**config.mk**
```make
export PLATFORM = sky130hd
export DESIGN_NAME = tile_scheduler
export DESIGN_NICKNAME = d
export VERILOG_FILES = /design/src/rtl/mm_pkg.sv /design/src/rtl/tile_scheduler_axis.sv /design/src/rtl/tile_scheduler.sv
export SDC_FILE = /design/constraint.sdc
export NUM_CORES = 1
export LEC_CHECK = 0
export CORE_MARGIN = 2
export CORE_UTILIZATION = 45
export DETAILED_ROUTE_END_ITERATION = 10
export PLACE_DENSITY = 0.81
export RECOVER_POWER = 50
export SYNTH_ARGS = -nofsm -noshare
export SYNTH_HDL_FRONTEND = slang
export SYNTH_SLANG_ARGS = --single-unit
```
**constraint.sdc**
```tcl
create_clock -name clk -period 2.7 [get_ports clk]
set_input_delay 0.27 -clock clk [delete_from_list [all_inputs] [get_ports clk]]
set_output_delay 0.27 -clock clk [all_outputs]
set_load 0.01 [all_outputs]
```
**src/rtl/mm_pkg.sv**
```systemverilog
// Shared types and constants for the matrix-multiply tile sequencing path.
package mm_pkg;

  localparam int C_ELEM_BYTES = 2;
  localparam int A_ELEM_BYTES = 1;

  localparam int DESC_DIM_W  = 16;
  localparam int DESC_ADDR_W = 16;

  typedef enum logic [2:0] {
    IDLE,
    ISSUE,
    WAIT,
    NEXT,
    DONE
  } tile_state_e;

  typedef struct packed {
    logic [DESC_DIM_W-1:0]  row;
    logic [DESC_DIM_W-1:0]  col;
    logic [DESC_DIM_W-1:0]  rows;
    logic [DESC_DIM_W-1:0]  cols;
    logic [DESC_ADDR_W-1:0] addr_a;
    logic [DESC_ADDR_W-1:0] addr_b;
    logic [DESC_ADDR_W-1:0] addr_c;
  } tile_desc_t;

endpackage

```
**src/rtl/tile_scheduler_axis.sv**
```systemverilog
// One tiling axis: tile index, elements remaining, clamped extent and two
// address accumulators that step by increments captured at load time.
module tile_axis_counter #(
  parameter int DIM_WIDTH     = 16,
  parameter int ADDRESS_WIDTH = 16,
  parameter int TILE          = 32
) (
  input  logic                     clk,
  input  logic                     clear,
  input  logic                     load,
  input  logic                     advance,
  input  logic [DIM_WIDTH-1:0]     load_count,
  input  logic [ADDRESS_WIDTH-1:0] load_addr0,
  input  logic [ADDRESS_WIDTH-1:0] load_addr1,
  input  logic [ADDRESS_WIDTH-1:0] load_step0,
  input  logic [ADDRESS_WIDTH-1:0] load_step1,
  output logic [DIM_WIDTH-1:0]     index_o,
  output logic [DIM_WIDTH-1:0]     extent_o,
  output logic [ADDRESS_WIDTH-1:0] addr0_o,
  output logic [ADDRESS_WIDTH-1:0] addr1_o,
  output logic                     is_last_o
);

  localparam logic [DIM_WIDTH-1:0] TILE_DIM = DIM_WIDTH'(TILE);

  logic [DIM_WIDTH-1:0]     index_q, index_d;
  logic [DIM_WIDTH-1:0]     left_q, left_d;
  logic [ADDRESS_WIDTH-1:0] addr0_q, addr0_d;
  logic [ADDRESS_WIDTH-1:0] addr1_q, addr1_d;
  logic [ADDRESS_WIDTH-1:0] step0_q, step0_d;
  logic [ADDRESS_WIDTH-1:0] step1_q, step1_d;

  // load restarts the axis at index 0; advance moves one tile along it
  always_comb begin
    index_d = index_q;
    left_d  = left_q;
    addr0_d = addr0_q;
    addr1_d = addr1_q;
    step0_d = step0_q;
    step1_d = step1_q;
    if (load) begin
      index_d = '0;
      left_d  = load_count;
      addr0_d = load_addr0;
      addr1_d = load_addr1;
      step0_d = load_step0;
      step1_d = load_step1;
    end else if (advance) begin
      index_d = index_q + 1'b1;
      left_d  = left_q - TILE_DIM;
      addr0_d = addr0_q + step0_q;
      addr1_d = addr1_q + step1_q;
    end
  end

  // axis registers with synchronous clear
  always_ff @(posedge clk) begin
    if (clear) begin
      index_q <= '0;
      left_q  <= '0;
      addr0_q <= '0;
      addr1_q <= '0;
      step0_q <= '0;
      step1_q <= '0;
    end else begin
      index_q <= index_d;
      left_q  <= left_d;
      addr0_q <= addr0_d;
      addr1_q <= addr1_d;
      step0_q <= step0_d;
      step1_q <= step1_d;
    end
  end

  assign is_last_o = (left_q <= TILE_DIM);
  assign extent_o  = is_last_o ? left_q : TILE_DIM;
  assign index_o   = index_q;
  assign addr0_o   = addr0_q;
  assign addr1_o   = addr1_q;

endmodule

```
**src/rtl/tile_scheduler.sv**
```systemverilog
// Walks a C = A * B job over the systolic array one output tile at a time,
// column-inner order, handing each tile descriptor to the datapath.
//
// state | meaning
// IDLE  | waiting for start_i; rejects jobs with a zero dimension
// ISSUE | tile_start_o pulse; descriptor outputs valid
// WAIT  | datapath busy on the current tile
// NEXT  | step column (or wrap column and step row)
// DONE  | done_o pulse, then back to IDLE
module tile_scheduler
  import mm_pkg::*;
#(
  parameter int ARRAY_HEIGHT  = 32,
  parameter int ARRAY_WIDTH   = 4,
  parameter int DIM_WIDTH     = 16,
  parameter int ADDRESS_WIDTH = 16
) (
  input  logic                     clk,
  input  logic                     reset,
  input  logic                     start_i,
  input  logic [DIM_WIDTH-1:0]     m,
  input  logic [DIM_WIDTH-1:0]     n,
  input  logic [DIM_WIDTH-1:0]     p,
  input  logic [ADDRESS_WIDTH-1:0] base_addr_a,
  input  logic [ADDRESS_WIDTH-1:0] base_addr_b,
  input  logic [ADDRESS_WIDTH-1:0] base_addr_c,
  output logic                     busy_o,
  output logic                     done_o,
  output logic                     error_o,
  output logic                     tile_start_o,
  input  logic                     tile_done_i,
  output logic [DIM_WIDTH-1:0]     tile_row_o,
  output logic [DIM_WIDTH-1:0]     tile_col_o,
  output logic [DIM_WIDTH-1:0]     tile_rows_o,
  output logic [DIM_WIDTH-1:0]     tile_cols_o,
  output logic [ADDRESS_WIDTH-1:0] tile_addr_a_o,
  output logic [ADDRESS_WIDTH-1:0] tile_addr_b_o,
  output logic [ADDRESS_WIDTH-1:0] tile_addr_c_o
);

  // Array dimensions are powers of two, so per-row strides are plain shifts.
  localparam int H_SHIFT = $clog2(ARRAY_HEIGHT);
  localparam int C_SHIFT = $clog2(C_ELEM_BYTES);
  localparam logic [ADDRESS_WIDTH-1:0] COL_STEP_B = ADDRESS_WIDTH'(ARRAY_WIDTH * A_ELEM_BYTES);
  localparam logic [ADDRESS_WIDTH-1:0] COL_STEP_C = ADDRESS_WIDTH'(ARRAY_WIDTH * C_ELEM_BYTES);

  tile_state_e state_q, state_d;
  logic                     error_q, error_d;
  logic [DIM_WIDTH-1:0]     p_q, p_d;
  logic [ADDRESS_WIDTH-1:0] base_b_q, base_b_d;

  logic                     row_load, row_adv, col_load, col_adv;
  logic [DIM_WIDTH-1:0]     col_load_count;
  logic [ADDRESS_WIDTH-1:0] col_load_addr;
  logic [ADDRESS_WIDTH-1:0] step_a, step_c_row;
  logic                     row_last, col_last;
  logic [ADDRESS_WIDTH-1:0] row_addr_c, col_addr_c;

  assign step_a     = ADDRESS_WIDTH'(n) << H_SHIFT;
  assign step_c_row = ADDRESS_WIDTH'(p) << (H_SHIFT + C_SHIFT);

  // next-state and axis control
  always_comb begin
    state_d        = state_q;
    error_d        = 1'b0;
    p_d            = p_q;
    base_b_d       = base_b_q;
    row_load       = 1'b0;
    row_adv        = 1'b0;
    col_load       = 1'b0;
    col_adv        = 1'b0;
    col_load_count = p_q;
    col_load_addr  = base_b_q;
    case (state_q)
      IDLE: begin
        if (start_i) begin
          if (m == '0 || n == '0 || p == '0) begin
            error_d = 1'b1;
          end else begin
            state_d        = ISSUE;
            p_d            = p;
            base_b_d       = base_addr_b;
            row_load       = 1'b1;
            col_load       = 1'b1;
            col_load_count = p;
            col_load_addr  = base_addr_b;
          end
        end
      end
      ISSUE: state_d = WAIT;
      WAIT: begin
        if (tile_done_i) state_d = (row_last && col_last) ? DONE : NEXT;
      end
      NEXT: begin
        state_d = ISSUE;
        // column wrap reloads the column axis from the latched job values
        if (col_last) begin
          row_adv  = 1'b1;
          col_load = 1'b1;
        end else begin
          col_adv = 1'b1;
        end
      end
      DONE:    state_d = IDLE;
      default: state_d = IDLE;
    endcase
  end

  // state and latched job registers
  always_ff @(posedge clk) begin
    if (reset) begin
      state_q  <= IDLE;
      error_q  <= 1'b0;
      p_q      <= '0;
      base_b_q <= '0;
    end else begin
      state_q  <= state_d;
      error_q  <= error_d;
      p_q      <= p_d;
      base_b_q <= base_b_d;
    end
  end

  // row axis: addr0 walks A, addr1 walks the C row base
  tile_axis_counter #(
    .DIM_WIDTH    (DIM_WIDTH),
    .ADDRESS_WIDTH(ADDRESS_WIDTH),
    .TILE         (ARRAY_HEIGHT)
  ) u_row_axis (
    .clk        (clk),
    .clear      (reset),
    .load       (row_load),
    .advance    (row_adv),
    .load_count (m),
    .load_addr0 (base_addr_a),
    .load_addr1 (base_addr_c),
    .load_step0 (step_a),
    .load_step1 (step_c_row),
    .index_o    (tile_row_o),
    .extent_o   (tile_rows_o),
    .addr0_o    (tile_addr_a_o),
    .addr1_o    (row_addr_c),
    .is_last_o  (row_last)
  );

  // column axis: addr0 walks B, addr1 is the C offset within the row band
  tile_axis_counter #(
    .DIM_WIDTH    (DIM_WIDTH),
    .ADDRESS_WIDTH(ADDRESS_WIDTH),
    .TILE         (ARRAY_WIDTH)
  ) u_col_axis (
    .clk        (clk),
    .clear      (reset),
    .load       (col_load),
    .advance    (col_adv),
    .load_count (col_load_count),
    .load_addr0 (col_load_addr),
    .load_addr1 ('0),
    .load_step0 (COL_STEP_B),
    .load_step1 (COL_STEP_C),
    .index_o    (tile_col_o),
    .extent_o   (tile_cols_o),
    .addr0_o    (tile_addr_b_o),
    .addr1_o    (col_addr_c),
    .is_last_o  (col_last)
  );

  assign tile_addr_c_o = row_addr_c + col_addr_c;
  assign tile_start_o  = (state_q == ISSUE);
  assign busy_o        = (state_q != IDLE);
  assign done_o        = (state_q == DONE);
  assign error_o       = error_q;

endmodule

```
# After elaboration in Yosys (flattened, before gate mapping)
# Index checks and enable logic that the tools add are counted.
# word_totals
register_bits	186
in_bits	100
output_inout_bits	116
wordCells	81
# op_classes
add_sub_neg	9
order_cmp	2
eq_ne	7
mux	32
bitwise_logic	2
reduce_logical	14
# ops
cell	count
16-bit 2-to-1 mux	18
16-bit adder	3
16-bit zero test	3
16-bit by 1-bit adder with 16-bit output (second input constant)	2
16-bit by 3-bit adder with 16-bit output	1
16-bit by 4-bit adder with 16-bit output	1
16-bit by 3-bit <= comparator with 1-bit output (second input constant)	1
16-bit by 6-bit <= comparator with 1-bit output (second input constant)	1
16-bit by 3-bit subtractor with 16-bit output (second input constant)	1
16-bit by 6-bit subtractor with 16-bit output (second input constant)	1
3-bit 2-to-1 mux	4
3-bit one-hot mux with 4 select lines	1
1-bit 2-to-1 mux	8
3-bit by 2-bit equality test with 1-bit output (second input constant)	2
2-bit inequality test (second input constant)	3
2-bit nonzero test	2
2-bit OR reduction	2
3-bit by 1-bit equality test with 1-bit output (second input constant)	1
3-bit equality test (second input constant)	1
3-bit zero test	1
3-bit AND reduction	1
3-bit nonzero test	1
3-bit OR reduction	1
1-bit logical OR	2
other kinds (3)	4

# Longest topological paths before layout
# logic_depth
ltp_word	7
mapped_depth	10
ltp_nobuf	8

# By module
# A second synthesis with hierarchy kept.
# unflattened
hier_cells	1540
area_unflattened_um2	13455.4
# by_module_without_submodules
mod	n_inst	cells_each	area_each_um2	seq_area_each_um2
tile_axis_counter (u_col_axis)	1	649	5561.6	1921.8
tile_axis_counter (u_row_axis)	1	647	5477.8	1921.8
tile_scheduler	1	244	2416.1	720.7

# Least setup slack after synthesis
# Ideal clock, no wire load.
# synth_path
path_type	register to register
startpoint	register u_col_axis.left_q[2]
endpoint	register u_col_axis.left_q[12]
setup_time_ps	74
arrival_time_ps	2089
t_required_ps	2626
slack_ps	537
path_stages_with_launch	9
path_buffers	1
synth_period_minus_slack_ps	2163
cell_sequence	dfxtp_1 > inv_1 > ha_1 > clkbuf_1 > or2_2 > a21oi_4 > nand4_1 > or4_1 > a31oi_1
# synth_via
elab_chain_len	4
word_cells_on_any_way	9
cone_classes	1 x add/sub; 1 x order compare; 6 x mux; 1 x reduce/logical
# synth_lines
element	line	rtl
start, declared	tile_scheduler_axis.sv:27	logic [DIM_WIDTH-1:0] left_q, left_d;
start signal, assigned	tile_scheduler_axis.sv:67	left_q <= left_d;
16-bit by 3-bit <= comparator with 1-bit output	tile_scheduler_axis.sv:75	assign is_last_o = (left_q <= TILE_DIM);
1-bit 2-to-1 mux	tile_scheduler.sv:97	if (col_last) begin
1-bit one-hot mux with 2 select lines or 1-bit 2-to-1 mux (tied branches)	tile_scheduler.sv:74	case (state_q)
16-bit 2-to-1 mux or 2-bit nonzero test (tied branches)	-	
# Several ways; a longest one is shown, not always the timed one. The select of a mux whose other input is x is not followed.
# A chain may end at the register's enable or synchronous reset.

# Final worst setup path
# layout_path
startpoint	register u_col_axis.addr1_q[3], in the netlist u_col_axis.addr1_o[3]
endpoint	output port tile_addr_c_o[15]
# layout_via
elab_chain_len	1
# layout_lines
element	line	rtl
start, declared	tile_scheduler_axis.sv:29	logic [ADDRESS_WIDTH-1:0] addr1_q, addr1_d;
start signal, assigned	tile_scheduler_axis.sv:69	addr1_q <= addr1_d;
16-bit adder	tile_scheduler.sv:168	assign tile_addr_c_o = row_addr_c + col_addr_c;
end, declared	tile_scheduler.sv:38	output logic [ADDRESS_WIDTH-1:0] tile_addr_c_o
# Every way passes these cells.

==> impl_metrics.py <==
metrics = {
    "worst_hold_path": {
        "worstHoldPathType": "primary input to register",
        "hold_start": "reset",
        "whs_path_depth": 4,
        "holdPathEnd": "state_q[2]",
    },
    "sta": {
        "finClkSkew_ps": 9.24,
        "setup_viol": 1,
        "tightestPinTransition_ps": 752,
        "setup_ws_ps": -27.1,
        "period_share": 1.01,
        "slew_headroom": 0.499,
        "fin_setup_tns_ps": -27.1,
        "finalCriticalPeriod_ps": 2730,
        "max_freq_mhz": 367,
        "drv_slew": 0,
        "final_hold_viol_count": 0,
        "rsz0062_at_grt": "true",
    },
    "worst_setup_path": {
        "rrSetupSlack_ps": 150,
        "reg2regPathDepth": 9,
        "cp.arrival_ps": 2460,
        "crit_chain": "ha_4 > fa_2 > a21oi_4 > o211ai_1 > nand2_1 > o21ai_2 > o41ai_2 > xnor2_1 > buf_2",
        "end_kind": "output port",
        "reg2reg_to": "u_col_axis.left_q[12]",
        "critical_path.startpoint_type": "register",
        "critical_path_class": "register to output port",
        "critPathMaxFanout": 3,
        "cp_top_family": "compound AO/OA/AOI/OAI gates",
        "reg2reg_from": "u_col_axis.left_q[3]",
        "crit_required_ps": 2430,
        "timing.critical_path.buf_inv": 1,
        "slowest_delay_ps": 390,
        "crit_cells": 9,
        "critPathSlowestCell": "fa_2",
    },
    "floorplan": {
        "ios": 216,
        "die-area_um2": 22500,
        "start_util": 0.457,
        "fp.coreArea_um2": 21000,
        "dieWidth_um": 150,
        "fp-row-count": 53,
        "die_h_um": 150,
    },
    "global_routing": {
        "grt_util_all_layers": 0.247,
        "use_met2": 0.411,
        "grtUsageMet3": 0.0491,
        "grt_first_pass_wirelength_mm": 44.8,
        "grt_pass1_vias": 9013,
        "grt_max_degree": 69,
        "grt_overflow": 0,
        "antenna_found_initial": 2,
        "grt-busiest-layer": "met2",
        "grt_use_met1": 0.322,
    },
    "drt": {
        "drtIter0Drc": 799,
        "wl_per_cell_um": 16.9,
        "wl_mm": 28.2,
        "vias": 9456,
        "routed_via_density": 5.66,
        "drtPass1Iterations": 5,
        "drc_errors": 0,
        "ant_nets": 0,
    },
    "power_and_ir_drop": {
        "power_density_nw_per_um2": 590,
        "ir_drop_mv": 0.512,
        "p_leak_nw": 5.03,
    },
    "placed_design": {
        "place_congestion": 0.937,
        "place_area_um2": 12000,
        "dp_cells": 1636,
        "preCtsSetupSlack_ps": -70.4,
        "port-buffer-count": 193,
        "dp_hpwl_mm": 20.6,
    },
    "yosys": {
        "synth_top_cell_area_share": 0.382,
        "ys_types": 75,
        "synth_top_family_by_area": "simple AND/OR/NAND/NOR gates",
        "synth-simple-area-share": 0.246,
        "syn_inst": 1178,
        "synth_ff_type": "dfxtp_1",
        "yosysTopAreaCell": "dfxtp_1",
        "ys_ff_latch": 183,
        "async_flop_share": 0,
        "synth_compound_area_frac": 0.186,
        "yosysWarnings": 0,
        "synth_enable_flop_cells": 0,
        "syn_area_um2": 9580,
        "synth_area_leaders": "dfxtp_1 (38%), nand2_1 (8.1%), a21oi_1 (6.1%)",
        "synth-seq-area-share": 0.382,
        "avgSynthCellArea_um2": 8.14,
        "synthMuxAreaShare": 0.00339,
        "synth_fa_ha_area_frac": 0.0585,
        "synth_xor_area_frac": 0.0704,
    },
    "layout": {
        "fin_area_um2": 12700,
        "nets": 1526,
        "drive_above_1_share": 0.0960,
        "fillers": 1829,
        "n_antenna_cell": 0,
        "stdcell_count": 1671,
        "areaGrowthSynthToFinish_pct": 32.6,
    },
    "outcome": {
        "status": "finished, violations left",
        "violations": "negative setup slack",
    },
    "run": {
        "maxCapViolCount": 0,
    },
    "clock_network": {
        "cts_buffers": 17,
        "root_buffer": "clkbuf_16",
        "cts.sinks": 183,
        "cts_tree": "done",
        "h-tree-depth": 4,
        "clk_latency_ps": 440,
        "cts_hold_buf": 0,
        "clockBufferDepth": 2,
        "clk_pin_slew_ps": 70,
    },
}
-- stage by stage --
| step | power [mW] | util | hold WS (ps) |
|---|---|---|---|
| global placement | 4.81 | 0.572 | 441 |
| floorplan | 4.12 | - | 384 |
| finish | 7.49 | 0.606 | 177 |
| CTS | 7.50 | 0.605 | 165 |
| global route | 7.80 | 0.606 | 197 |
| detailed placement | 4.86 | 0.572 | 448 |
-- cells in the final DEF, fill, tap and decap left out, types with 8 or more instances in the layout --
| cell type | count |
|---|---|
| nand4_1 | 27 |
| a22o_1 | 10 |
| o21ai_0 | 26 |
| dlygate4sd3_1 | 73 |
| nand3_1 | 34 |
| conb_1 | 22 |
| dfxtp_1 | 176 |
| buf_4 | 44 |
| a31oi_1 | 27 |
| inv_1 | 20 |
| nor3_1 | 25 |
| a21oi_1 | 114 |
| nand2_1 | 207 |
| and3_1 | 14 |
| a22oi_1 | 19 |
| clkbuf_16 | 17 |
| xnor2_1 | 43 |
| ha_1 | 35 |
| and2_1 | 8 |
| or3_1 | 8 |
| clkdlybuf4s50_1 | 106 |
| nor2_1 | 97 |
| xor2_1 | 34 |
| o211ai_1 | 20 |
| nor4_1 | 19 |
-- worst max path at each step --
| stage | from | to | slack [ps] |
|---|---|---|---|
| 3_3_place_gp | u_row_axis.addr1_o[3] | tile_addr_c_o[15] | -40 |
| 6_report | u_col_axis.addr1_o[3] | tile_addr_c_o[15] | -30 |
| 2_1_floorplan | u_col_axis.left_q[2] | u_col_axis.left_q[12] | 540 |
| 5_1_grt | u_col_axis.addr1_o[3] | tile_addr_c_o[15] | -120 |
| 4_1_cts | u_row_axis.addr1_o[3] | tile_addr_c_o[15] | -140 |
| 3_5_place_dp | u_row_axis.addr1_o[3] | tile_addr_c_o[15] | -70 |
-- power breakdown --
group	switching [mW]	internal (mW)
Sequential	0.186	2.90
Combinational	0.972	0.773
Clock	1.16	1.51
-- cell families (layout without fill, tap and decap cells) --
logic type                 Yosys count  count (layout)
and+or+nand+nor                    486             486
AOI/OAI and AO/OA                  280             280
DFF                                183             183
buffers and inverters              105             302
xor gates and xnor gates            77              77
adders and majority gates           43              43
muxes                                3               3
other                                1              22
-- sequential cells by signal (all words and copies together), names as in the netlist --
name,count
u_row_axis.addr0_o,16
u_row_axis.step1_q,10
u_row_axis.index_o,16
u_row_axis.left_q,16
error_o,1
u_col_axis.left_q,16
base_b_q,16
u_col_axis.step1_q,1
u_row_axis.addr1_o,16
u_col_axis.addr1_o,13
u_col_axis.addr0_o,16
u_row_axis.step0_q,11
u_col_axis.index_o,16
state_q,3
p_q,16
-- final cells by class --
type / count / area (um2) / area share
multi-input combinational: 911 / 5590 / 0.440
sequential: 183 / 3670 / 0.289
timing repair buffer: 250 / 2390 / 0.188
clock buffer: 18 / 439 / 0.0346
tap: 275 / 344 / 0.0271
clock inverter: 14 / 190 / 0.0150
inverter: 20 / 75.1 / 0.00591
-- layer usage --
layer / part of all wire / wire, um
met5: 0 / 0
met4: 0.018 / 497
met2: 0.48 / 13600
met3: 0.079 / 2220
met1: 0.42 / 11800
-- cells in the mapped netlist, types with 25 or more instances --
cell type  instances
nand2_1          207
nand3_1           34
a21oi_1          116
o21ai_0           29
ha_1              40
nor3_1            25
xor2_1            34
nor2_1            98
xnor2_1           43
nand4_1           27
dfxtp_1          183
clkbuf_1          27
buf_4             25
a31oi_1           27
-- worst register-to-register path: stages (launching register included) --
cell and delay, ps:
dfxtp_1 390, inv_1 110, ha_1 190, nor3b_1 140, buf_4 150, or2_2 330
a21oi_4 250, nand4_1 260, or4_1 470, a31oi_1 190
-- timing repair --
item,4_1_cts,5_1_grt
hold endpoints to repair,0,0
pin swaps,3,11
setup endpoints to repair,13,18
gates resized for setup,29,23
buffers inserted,0,3
No activity file was read; power rests on OpenSTA's default activity.
